==> config.mk <==
export PLATFORM = sky130hd
export DESIGN_NAME = inst_fetch_stage_flat
export DESIGN_NICKNAME = d
export VERILOG_FILES = /design/src/rtl/inst_fetch_stage_if.sv /design/src/rtl/inst_fetch_stage.sv /design/src/flat_wrapper.sv
export SDC_FILE = /design/constraint.sdc
export NUM_CORES = 1
export LEC_CHECK = 0
export ABC_AREA = 1
export CORE_ASPECT_RATIO = 1.25
export CORE_UTILIZATION = 50
export DETAILED_ROUTE_END_ITERATION = 12
export MAX_ROUTING_LAYER = met4
export PLACE_DENSITY = 0.81
export SLEW_MARGIN = 0
export SYNTH_ARGS = -nofsm -noshare
export SYNTH_HDL_FRONTEND = slang
export SYNTH_SLANG_ARGS = --single-unit
==> constraint.sdc <==
create_clock -name clk -period 3.5 [get_ports clk]
set_input_delay 0.525 -clock clk [delete_from_list [all_inputs] [get_ports clk]]
set_output_delay 0.525 -clock clk [all_outputs]
set_load 0.01 [all_outputs]
==> src/rtl/inst_fetch_stage_if.sv <==
// inst_fetch_stage_if: instruction ROM port plus the IF/ID handshake and redirect signals.
interface inst_fetch_stage_if #(
    parameter int ADDR_W = 5
);
    logic [ADDR_W-1:0] inst_addr;
    logic [31:0]       inst;
    logic              id_allow_in;
    logic              br_valid;
    logic [31:0]       br_target;
    logic              halt;
    logic              if_valid;
    logic [31:0]       if_inst;
    logic [31:0]       if_pc;
    logic [31:0]       pc;
    logic [31:0]       fetch_count;

    modport master (
        input  inst, id_allow_in, br_valid, br_target, halt,
        output inst_addr, if_valid, if_inst, if_pc, pc, fetch_count
    );

    modport slave (
        output inst, id_allow_in, br_valid, br_target, halt,
        input  inst_addr, if_valid, if_inst, if_pc, pc, fetch_count
    );
endinterface

==> src/rtl/inst_fetch_stage.sv <==
// inst_fetch_stage: owns the PC, reads the instruction ROM and hands words to decode,
// applying branch redirects after the delay slot without squashing anything.
module inst_fetch_stage #(
    parameter logic [31:0] RESET_PC = 32'h0000_0000,
    parameter int          ADDR_W   = 5
) (
    input  logic               clk,
    input  logic               resetn,
    inst_fetch_stage_if.master bus
);
    typedef enum logic [1:0] {S_BOOT, S_RUN, S_HALT} state_t;

    state_t      r_state, w_state_nxt;
    logic [31:0] r_pc, r_if_inst, r_if_pc, r_fetch_count, r_redir_target;
    logic        r_if_valid, r_redir_valid;
    logic        w_adv;
    logic [31:0] w_br_target, w_pc_nxt;

    always_comb begin
        w_state_nxt = r_state;
        w_adv       = 1'b0;
        case (r_state)
            S_BOOT: w_state_nxt = S_RUN;
            S_RUN: begin
                w_adv = !r_if_valid || bus.id_allow_in;
                if (bus.halt) w_state_nxt = S_HALT;
            end
            default: w_state_nxt = r_state;
        endcase
    end

    // A fresh branch beats a stored one; the stored one beats sequential fetch.
    assign w_br_target = bus.br_target & ~32'h3;
    assign w_pc_nxt    = bus.br_valid ? w_br_target : r_redir_valid ? r_redir_target : r_pc + 32'd4;

    always_ff @(posedge clk or negedge resetn) begin
        if (!resetn) begin
            r_state        <= S_BOOT;
            r_pc           <= RESET_PC;
            r_if_valid     <= 1'b0;
            r_if_inst      <= '0;
            r_if_pc        <= '0;
            r_fetch_count  <= '0;
            r_redir_valid  <= 1'b0;
            r_redir_target <= '0;
        end else begin
            r_state <= w_state_nxt;
            if (w_adv) begin
                r_if_inst     <= bus.inst;
                r_if_pc       <= r_pc;
                r_if_valid    <= 1'b1;
                r_fetch_count <= r_fetch_count + 32'd1;
                r_pc          <= w_pc_nxt;
                r_redir_valid <= 1'b0;
            end else begin
                if (bus.br_valid) begin
                    r_redir_valid  <= 1'b1;
                    r_redir_target <= w_br_target;
                end
                if (bus.id_allow_in) r_if_valid <= 1'b0;
            end
        end
    end

    assign bus.inst_addr   = r_pc[ADDR_W+1:2];
    assign bus.if_valid    = r_if_valid;
    assign bus.if_inst     = r_if_inst;
    assign bus.if_pc       = r_if_pc;
    assign bus.pc          = r_pc;
    assign bus.fetch_count = r_fetch_count;
endmodule

==> src/flat_wrapper.sv <==
// flat-port wrapper written by rule: the top's interface ports become plain ports
module inst_fetch_stage_flat 
#(
    parameter logic [31:0] RESET_PC = 32'h0000_0000,
    parameter int          ADDR_W   = 5
)
  (clk, resetn, bus_inst, bus_id_allow_in, bus_br_valid, bus_br_target, bus_halt, bus_inst_addr, bus_if_valid, bus_if_inst, bus_if_pc, bus_pc, bus_fetch_count);
  inst_fetch_stage_if #(.ADDR_W(ADDR_W)) bus_i ();
  input  logic clk;
  input  logic resetn;
  input wire logic [$bits(bus_i.inst)-1:0] bus_inst;
  input wire logic [$bits(bus_i.id_allow_in)-1:0] bus_id_allow_in;
  input wire logic [$bits(bus_i.br_valid)-1:0] bus_br_valid;
  input wire logic [$bits(bus_i.br_target)-1:0] bus_br_target;
  input wire logic [$bits(bus_i.halt)-1:0] bus_halt;
  output wire logic [$bits(bus_i.inst_addr)-1:0] bus_inst_addr;
  output wire logic [$bits(bus_i.if_valid)-1:0] bus_if_valid;
  output wire logic [$bits(bus_i.if_inst)-1:0] bus_if_inst;
  output wire logic [$bits(bus_i.if_pc)-1:0] bus_if_pc;
  output wire logic [$bits(bus_i.pc)-1:0] bus_pc;
  output wire logic [$bits(bus_i.fetch_count)-1:0] bus_fetch_count;
  assign bus_i.inst = bus_inst;
  assign bus_i.id_allow_in = bus_id_allow_in;
  assign bus_i.br_valid = bus_br_valid;
  assign bus_i.br_target = bus_br_target;
  assign bus_i.halt = bus_halt;
  assign bus_inst_addr = bus_i.inst_addr;
  assign bus_if_valid = bus_i.if_valid;
  assign bus_if_inst = bus_i.if_inst;
  assign bus_if_pc = bus_i.if_pc;
  assign bus_pc = bus_i.pc;
  assign bus_fetch_count = bus_i.fetch_count;
  inst_fetch_stage #(.RESET_PC(RESET_PC), .ADDR_W(ADDR_W)) u_core (.clk(clk), .resetn(resetn), .bus(bus_i));
endmodule
==> Word-level counts from Yosys, hierarchy flattened <==
Cells that the tools add are included.
{ "op_classes": {"add_sub_neg": 2, "n_mul": 0, "n_div": 0, "n_lt_le_gt_ge": 0, "n_eq_ne": 2, "shift": 0, "n_mux": 9, "bitwise_logic": 1, "reduce_logical": 8} }
{ "op_table": {"columns": ["op", "count"], "rows": [
  ["$mux 32", 2],
  ["$add 32x1->32 const B", 1],
  ["$add 32x3->32 const B", 1],
  ["$reduce_bool 2->1", 3],
  ["$mux 1", 5],
  ["$pmux 2 s2", 1],
  ["$reduce_and 2->1", 2],
  ["$eq 2x1->1 const B", 1],
  ["$logic_not 2->1", 1],
  ["$mux 2", 1],
  ["$ne 2x2->1 const B", 1],
  ["$logic_not 1->1", 1],
  ["$logic_or 1x1->1", 1],
  ["$not 1->1", 1]
]} }
{ "totals": {"reg_bits": 162, "latch_bits": 0, "ramBits": 0, "romBits": 0, "inputBits": 69, "out_inout_bits": 134, "wordCells": 30, "memories": 0} }

==> Longest topological paths before layout <==
Gate-level depths: netlist of the first run.
{ "logic_depth": {"depth_word": 5, "depth_mapped": 11, "mapped_depth_nobuf": 11} }

==> Worst setup path after synthesis of the first run <==
Ideal clock, no wire load.
{ "synth_timing": {"kind": "reg2reg", "startpoint": "reg u_core.r_pc[3], in the netlist u_core.bus.pc[3]", "endpoint": "reg u_core.r_pc[24], in the netlist u_core.bus.pc[24]", "setup_ps": 134, "arrival_time_ps": 1410, "required_ps": 3366, "path_slack_ps": 1957, "stages_incl_launch_ff": 11, "n_path_buf": 0, "period_less_slack_ps": 1543, "path_cell_list": "dfrtp_1 -> ha_1 -> nand2_2 -> nor2_4 -> nand2_2 -> nor2_4 -> nand3_1 -> nand3_1 -> nand2_1 -> nand2_1 -> o21ai_0"} }
{ "synth_between": {"elab_chain_cells": 3} }
{ "synth_lines": {"columns": ["item", "line_no", "text"], "rows": [
  ["start, declared", "inst_fetch_stage.sv:14", "logic [31:0] r_pc, r_if_inst, r_if_pc, r_fetch_count, r_redir_target;"],
  ["start signal, assigned", "inst_fetch_stage.sv:53", "r_pc <= w_pc_nxt;"],
  ["$add 32x3->32", "inst_fetch_stage.sv:34", "assign w_pc_nxt = bus.br_valid ? w_br_target : r_redir_valid ? r_redir_target : r_pc + 32'd4;"],
  ["$mux 32 (2 in series)", "inst_fetch_stage.sv:34", null]
]} }
No other way between the ends.
A chain may end at the register's enable or synchronous reset.

==> Final worst setup path of the first run <==
{ "layout_timing": {"startpoint": "reg u_core.r_pc[18], in the netlist u_core.bus.pc[18]", "endpoint": "out bus_pc[18]"} }
{ "layout_rtl": {"columns": ["item", "line_no", "text"], "rows": [
  ["end, declared", "flat_wrapper.sv:20", "output wire logic [$bits(bus_i.pc)-1:0] bus_pc;"]
]} }
No word-level cell between the ends.

==> results of run 1 <==
-- power groups by stage --
stage / Sequential (uW) / Combinational, uW / Clock (uW)
final: 1930 / 344 / 1840
after CTS: 1930 / 348 / 1870
after global routing: 1940 / 385 / 1950
after global placement: 1960 / 338 / 0
after detailed placement: 1970 / 346 / 0
after floorplan: 1970 / 132 / 0
-- worst paths after layout --
check,depth (start not counted),from,slack [ps],endpoint
max,1,u_core.bus.pc[18]$_DFFE_PN0P_,1370,bus_pc[18]
min,1,resetn,60,u_core.bus.if_inst[24]$_DFFE_PN0P_
max reg2reg,6,u_core.r_state[1]$_DFFE_PN0P_,1610,u_core.bus.pc[4]$_DFFE_PN0P_
min reg2reg,2,u_core.bus.if_inst[27]$_DFFE_PN0P_,470,u_core.bus.if_inst[27]$_DFFE_PN0P_
max in group asynchronous,2,resetn,2500,u_core.bus.pc[16]$_DFFE_PN0P_
min in group clk,2,u_core.bus.if_inst[27]$_DFFE_PN0P_,470,u_core.bus.if_inst[27]$_DFFE_PN0P_
-- sequential cells by signal (all words and copies together) (netlist names) --
| name | count |
|---|---|
| u_core.bus.if_pc | 30 |
| u_core.r_state | 2 |
| u_core.bus.pc | 30 |
| u_core.bus.if_valid | 1 |
| u_core.r_redir_target | 30 |
| u_core.r_redir_valid | 1 |
| u_core.bus.fetch_count | 32 |
| u_core.bus.if_inst | 32 |
-- layout make-up --
class	count	share of cell area
clock inverters	9	0.01039
well taps	212	0.02475
multi-input cells	736	0.3317
repair buffers	204	0.1906
clock buffers	22	0.04424
inverters	84	0.02942
flip-flops and latches	158	0.3689
-- per-layer routing --
metal | vias to the layer above | global-route usage | wire length, um
met5 | - | - | 0
met4 | 0 | 0.1350 | 799
met3 | 57 | 0.05574 | 1217
met2 | 277 | 0.4450 | 10400
met1 | 3375 | 0.3277 | 8729
li1 | 3558 | - | -
-- metrics by stage --
stage          cell area, um2  total power (uW)  std cells
2_1_floorplan            8094              2103       1025
6_report                10720              4119       1425
4_1_cts                 10720              4146       1425
5_1_grt                 10720              4271       1425
3_5_place_dp            10130              2312       1394
3_3_place_gp            10130              2301       1394
-- cell usage in the layout (no fill, tap or decap), types with 3 or more instances in the layout --
cell type        count
nand2_1            385
clkdlybuf4s50_1    194
dfrtp_1            158
inv_1               80
o21ai_0             64
nor2_1              64
a21oi_1             49
nand3_1             46
xor2_1              23
clkbuf_16           17
nand2_2             15
nor2_4              12
xnor2_1             11
nor3_1               9
nand4_1              6
nor2_2               6
buf_4                6
mux2_2               5
nor3_2               4
o21ai_1              4
conb_1               4
inv_2                3
nand2_4              3
and2_1               3
a22oi_1              3
clkinv_4             3
clkbuf_8             3
-- cell families after synthesis --
family | count (synthesis) | synth area share
AND/OR/NAND/NOR | 562 | 0.3056
XOR/XNOR | 35 | 0.03885
AO/OA/AOI/OAI | 126 | 0.08081
buffers and inverters | 131 | 0.07229
flip-flops | 158 | 0.4892
other | 1 | 0.0004640
adder cells (fa/ha/maj) | 2 | 0.003095
multiplexers | 7 | 0.009752
==> flow_summary.toml, run 1 <==
[pwr]
p_comb_frac = 0.084
p_sw_frac = 0.2308
intPower_uw = 3168
ir_drop_mv = 0.3038
p_leak_uw = 0.004958
p_seq_frac = 0.470
cellPowerDensity_nw_per_um2 = 384.2
clockPowerShare = 0.447
switchingPower_uw = 950.5

[final_layout]
final_core_util = 0.6828
antennaDiodeCount = 0
drive_gt1_frac = 0.07749
multi_input_area_um2 = 3556
register_area_um2 = 3954
n_fill_cell = 1308
nets = 1272
syn_to_final_growth_pct = 32.62

[setup_path]
critPathKind = "reg2out"
crit_fanout = 6
slowest_stage = "clkdlybuf4s50_1"
cp-end-kind = "output port"
cp_top_family = "buffers and inverters"
cpPeakStageDelay_ps = 620
worstSetupStartpointType = "flop"
cp_cell_sequence = "clkdlybuf4s50_1"
required_ps = 2970
crit_buf_inv = 1
arrival_ps = 1610

[sta]
worst_pin_slew_ps = 595.7
slew_violations = 0
setup_ws_ps = 1367
fin_crit_ps = 2133
whs_ps = 60.12
setup_viol = 0
timing.fmax_mhz = 468.8
relSlewSlack = 0.6014
rsz0062_at_grt = "false"
fin_crit_sh = 0.6094
final-hold-violation-count = 0
finClkSkew_ps = 10.45
fin_tns_setup_ps = 0

[synth]
yosysSeqAreaShare = 0.4892
synthCells = 1022
synth_ff_type = "dfrtp_1"
yosysTopAreaCellShare = 0.4892
yosysTopAreaCell = "dfrtp_1"
ys_top_cells_by_area = "dfrtp_1 (49%), nand2_1 (18%), o21ai_0 (4.0%), inv_1 (3.7%), a21oi_1 (3.0%)"
yosysUniqueCellTypes = 40
syn_area_um2 = 8083
synth_common_cells = "nand2_1 (385), dfrtp_1 (158), inv_1 (80)"
synth.most_common_cell = "nand2_1"
synth_edf_count = 0
synth-seq-cells = 158
avgSynthCellArea_um2 = 7.909
ys_async_sr_fraction = 1.000
yosys_warnings = 0

[global_routing]
grt_first_pass_wirelength_um = 34270
grtUsageTotal = 0.2751
grt_max_degree = 130
antenna_found_initial = 0
grt-ovfl-total = 0
grt_pass1_vias = 7140

[cts]
ctsHoldBuffers = 0
path_clk_slew_ps = 60
clockRootBuffer = "clkbuf_16"
clock-sinks = 158
cts_made_buffers = 17
cts_tree = "done"
htree_levels = 4
clk_latency_ps = 430
cts_setup_buffers = 0
cts_resized = 0
clockBufferDepth = 2

[route]
drt-initial-drc-count = 700
drtPass1Iterations = 5
vias = 7267
wl_per_cell_um = 14.84
viasPerCell = 5.100
wl_um = 21140
antenna_left = 0
drc = 0

[job]
cap_violations = 0

[status]
status = "finished, final reports clean"

[floorplanning]
num_rows = 51
core_um2 = 15700
die_h_um = 144.2
start_util = 0.5149
die_area_um2 = 16680
die_w_um = 115.7
io_pins = 203

[placed_design]
io_buffer_count = 196
hpwlAfterDp_um = 14780
post-place-ws_ps = 1046
gp_congestion = 0.9520

[min_path]
hold_path.class = "in2async"
Power figures use the tool's default switching activity.
==> run 2: changes to the inputs <==
- clock period: 3.5 -> 2.1 ns (I/O delays scaled with it)
==> run 2 against run 1 <==
Non-clock buffer count up 7. Total power up 73%. Global-route usage down 0.16 points. Final area up 1.3%. Highest routed layer unchanged. Sequential share of layout area down 0.48 points. Critical endpoint unchanged.
==> flow_summary.toml, run 2 (synthesis gave the netlist of run 1 again) <==
[sta]
slew_violations = 0
rsz0062_at_grt = "false"
finClkSkew_ps = 6.897
fin_crit_ps = 1914
timing.fmax_mhz = 522.5
fin_tns_setup_ps = 0
final-hold-violation-count = 0
whs_ps = 376.8
fin_crit_sh = 0.9113
setup_viol = 0

[job]
cap_violations = 0

[cts]
clockBufferDepth = 2
clk_latency_ps = 430
path_clk_slew_ps = 70
clock-sinks = 158
clockRootBuffer = "clkbuf_16"
cts_made_buffers = 17
htree_levels = 4
cts_tree = "done"

[global_routing]
grt-ovfl-total = 0
grt_pass1_vias = 7051
use_met1 = 0.3380
gr-usage-met3 = 0.04568
grt_first_pass_wirelength_um = 34210
antenna_found_initial = 0
gr-usage-met2 = 0.4485
grt_max_degree = 62
grtUsageTotal = 0.2735
grt_most_used_layer = "met2"

[setup_path]
cp.depth = 1
worstSetupStartpointType = "flop"
crit_buf_inv = 1
required_ps = 1780
slowest_stage = "clkdlybuf4s50_1"
cp-end-kind = "output port"
critPathKind = "reg2out"
arrival_ps = 1600
reg2regPathDepth = 8
r2r_end = "u_core.bus.pc[30]$_DFFE_PN0P_"
cpPeakStageDelay_ps = 620
rrSetupSlack_ps = 360
cp_cell_sequence = "clkdlybuf4s50_1"
cp_top_family = "buffers and inverters"
crit_fanout = 6
reg2reg_from = "u_core.bus.pc[18]$_DFFE_PN0P_"

[placed_design]
gp_congestion = 0.9504
io_buffer_count = 196
hpwlAfterDp_um = 15260

[pwr]
ir_drop_mv = 0.5430
p_leak_uw = 0.005032
cellPowerDensity_nw_per_um2 = 656.5

[route]
antenna_left = 0
drt-initial-drc-count = 527
vias = 7349
viasPerCell = 5.128
drc = 0
wl_per_cell_um = 14.82
drtPass1Iterations = 5
wl_um = 21230

[final_layout]
drive_gt1_frac = 0.08436
nets = 1279
layout_commonest_cell = "nand2_1"
syn_to_final_growth_pct = 34.38
n_fill_cell = 1284
antennaDiodeCount = 0
final_cell_mix = "nand2_1 (385), clkdlybuf4s50_1 (194), dfrtp_1 (158)"

[status]
status = "finished, final reports clean"

[floorplanning]
io_pins = 203
num_rows = 51
start_util = 0.5149
core_um2 = 15700
die_area_um2 = 16680
die_w_um = 115.7
die_h_um = 144.2

[min_path]
hold_path.class = "in2async"
-- run 2: final cells by class --
class	count	area, um2	area share
well taps	212	265.3	0.02442
inverters	84	315.3	0.02903
multi-input cells	736	3556	0.3274
flip-flops and latches	158	3954	0.3640
clock inverters	15	210.2	0.01935
clock buffers	17	425.4	0.03917
repair buffers	211	2136	0.1966
-- run 2: repair_timing --
action                    CTS  global route
gates resized for setup     0             0
hold endpoints to repair   44             0
buffers inserted            0             0
hold buffers                1             0
-- run 2: routing by layer --
layer  vias up  share of wire
li1       3583              -
met1      3411           0.41
met2       295           0.50
met3        60          0.060
met4         0          0.030
met5         -              0
-- run 2: worst max-delay path by stage --
stage                                        from                                     to
floorplan            u_core.bus.pc[3]$_DFFE_PN0P_          u_core.bus.pc[24]$_DFFE_PN0P_
global placement                  bus_id_allow_in          u_core.bus.pc[25]$_DFFE_PN0P_
detailed placement                bus_id_allow_in  u_core.r_redir_target[28]$_DFFE_PN0P_
CTS                 u_core.bus.pc[18]$_DFFE_PN0P_                             bus_pc[18]
global route        u_core.bus.pc[18]$_DFFE_PN0P_                             bus_pc[18]
finish              u_core.bus.pc[18]$_DFFE_PN0P_                             bus_pc[18]
-- run 2: where the power goes --
| part | total (uW) | internal [uW] | switching [uW] |
|---|---|---|---|
| clock | 3320 | 2010 | 1310 |
| combinational | 584 | 301 | 283 |
| sequential | 3220 | 3150 | 78.3 |
| total | 7130 | 5460 | 1670 |
-- run 2: metrics by stage --
step / worst slack, ps / area, um2 / std cells / utilization / total power (uW)
5_1_grt: 117.7 / 10860 / 1433 / 0.6919 / 7386
2_1_floorplan: 556.7 / 8094 / 1025 / - / 3505
4_1_cts: 172.9 / 10860 / 1433 / 0.6919 / 7185
3_5_place_dp: 163.1 / 10220 / 1400 / 0.6508 / 3863
6_report: 186.2 / 10860 / 1433 / 0.6919 / 7131
3_3_place_gp: 198.0 / 10220 / 1400 / 0.6508 / 3846
==> run 3: changes to the inputs <==
- CTS_BUF_LIST: unset -> sky130_fd_sc_hd__clkbuf_8
==> run 3 against run 2 <==
Clock skew grew 6.0 ps. Final area shrank 1.8%. Die area is the same. Worst hold slack lost 33 ps. Critical path depth is the same. Clock power shrank 24%. Register-to-register slack is essentially flat. Clock-buffer cell count is the same. Via count shrank 1.2%. Flip-flop and latch count is the same. First-iteration DRC count shrank 1.9%. Cell count is the same. Largest cell class unchanged. Highest routed layer unchanged.
==> flow_summary.toml, run 3 (synthesis gave the netlist of run 1 again) <==
[setup_path]
cp-end-kind = "output port"
slowest_stage = "clkdlybuf4s50_1"
required_ps = 1780
critPathKind = "reg2out"
reg2regPathDepth = 8
worstSetupStartpointType = "flop"
crit_fanout = 6
arrival_ps = 1630
cp_top_family = "buffers and inverters"
cpPeakStageDelay_ps = 620
cp_cell_sequence = "clkdlybuf4s50_1"
crit_buf_inv = 1
cp.depth = 1

[sta]
fin_crit_ps = 1942
finClkSkew_ps = 12.93
rsz0062_at_grt = "false"
fin_crit_sh = 0.9249
final-hold-violation-count = 0
timing.fmax_mhz = 514.9
setup_viol = 0
whs_ps = 343.9
fin_tns_setup_ps = 0
slew_violations = 0

[pwr]
cellPowerDensity_nw_per_um2 = 593.7
p_leak_uw = 0.004945
ir_drop_mv = 0.3747

[floorplanning]
core_um2 = 15700
num_rows = 51
start_util = 0.5149
die_h_um = 144.2
io_pins = 203
die_area_um2 = 16680
die_w_um = 115.7

[job]
cap_violations = 0

[final_layout]
layout_commonest_cell = "nand2_1"
final_cell_mix = "nand2_1 (385), clkdlybuf4s50_1 (194), dfrtp_1 (158)"
antennaDiodeCount = 0
nets = 1279
syn_to_final_growth_pct = 32.01
drive_gt1_frac = 0.08436
n_fill_cell = 1327

[route]
antenna_left = 0
drc = 0
drtPass1Iterations = 5
wl_um = 20920
viasPerCell = 5.066
drt-initial-drc-count = 517
wl_per_cell_um = 14.60
vias = 7259

[global_routing]
grt_max_degree = 62
grt_first_pass_wirelength_um = 33770
antenna_found_initial = 0
grt_pass1_vias = 6963
grt-ovfl-total = 0
grtUsageTotal = 0.2702

[placed_design]
gp_congestion = 0.9504
io_buffer_count = 196
hpwlAfterDp_um = 15260

[cts]
cts_made_buffers = 17
clk_latency_ps = 460
path_clk_slew_ps = 90
htree_levels = 4
cts_setup_buffers = 0
cts_tree = "done"
clockRootBuffer = "clkbuf_8"
clockBufferDepth = 2
clock-sinks = 158

[status]
status = "finished, final reports clean"

[min_path]
hold_path.class = "in2async"
==> run 3: repair_timing <==
item	4_1_cts	5_1_grt
endpoints found under the hold margin	44	0
hold buffers	1	0
gates resized for setup	0	0
==> run 3: where the power goes <==
| part | internal [uW] | switching, uW | leakage (uW) |
|---|---|---|---|
| sequential | 3140 | 77.4 | 0.00203 |
| clock | 1320 | 1220 | 0.000223 |
| combinational | 301 | 281 | 0.00270 |
==> run 3: final cells by class <==
type	instances	area, um2	share of cell area
repair buffers	211	2136	0.2002
inverters	84	315.3	0.02955
flip-flops and latches	158	3954	0.3705
clock buffers	17	234.0	0.02193
well taps	212	265.3	0.02486
clock inverters	15	210.2	0.01970
multi-input cells	736	3556	0.3333
==> run 3: worst paths after layout <==
| path | startpoint | to | slack (ps) |
|---|---|---|---|
| worst min-delay path | resetn | u_core.bus.if_inst[20]$_DFFE_PN0P_ | 340 |
| worst max register to register | u_core.bus.pc[18]$_DFFE_PN0P_ | u_core.bus.pc[30]$_DFFE_PN0P_ | 370 |
| worst min register to register | u_core.bus.if_pc[8]$_DFFE_PN0P_ | u_core.bus.if_pc[8]$_DFFE_PN0P_ | 470 |
| max in group asynchronous | resetn | u_core.bus.if_pc[3]$_DFFE_PN0P_ | 1050 |
| min in group clk | bus_inst[1] | u_core.bus.if_inst[1]$_DFFE_PN0P_ | 390 |
| worst max-delay path | u_core.bus.pc[18]$_DFFE_PN0P_ | bus_pc[18] | 160 |
==> run 3: metal layers <==
layer / vias up / GRT usage / part of all wire
met2: 270 / 0.4403 / 0.49
met1: 3353 / 0.3352 / 0.42
met5: - / - / 0
li1: 3587 / - / -
met4: 0 / 0.1107 / 0.028
met3: 49 / 0.04359 / 0.056
==> run 3: stage by stage <==
step | power, uW | utilization | instance area (um2) | instances | setup WS, ps
finish | 6335 | 0.6797 | 10670 | 1433 | 157.8
global placement | 3846 | 0.6508 | 10220 | 1400 | 198.0
CTS | 6384 | 0.6797 | 10670 | 1433 | 133.8
detailed placement | 3863 | 0.6508 | 10220 | 1400 | 163.1
global route | 6585 | 0.6797 | 10670 | 1433 | 95.02
floorplan | 3505 | - | 8094 | 1025 | 556.7
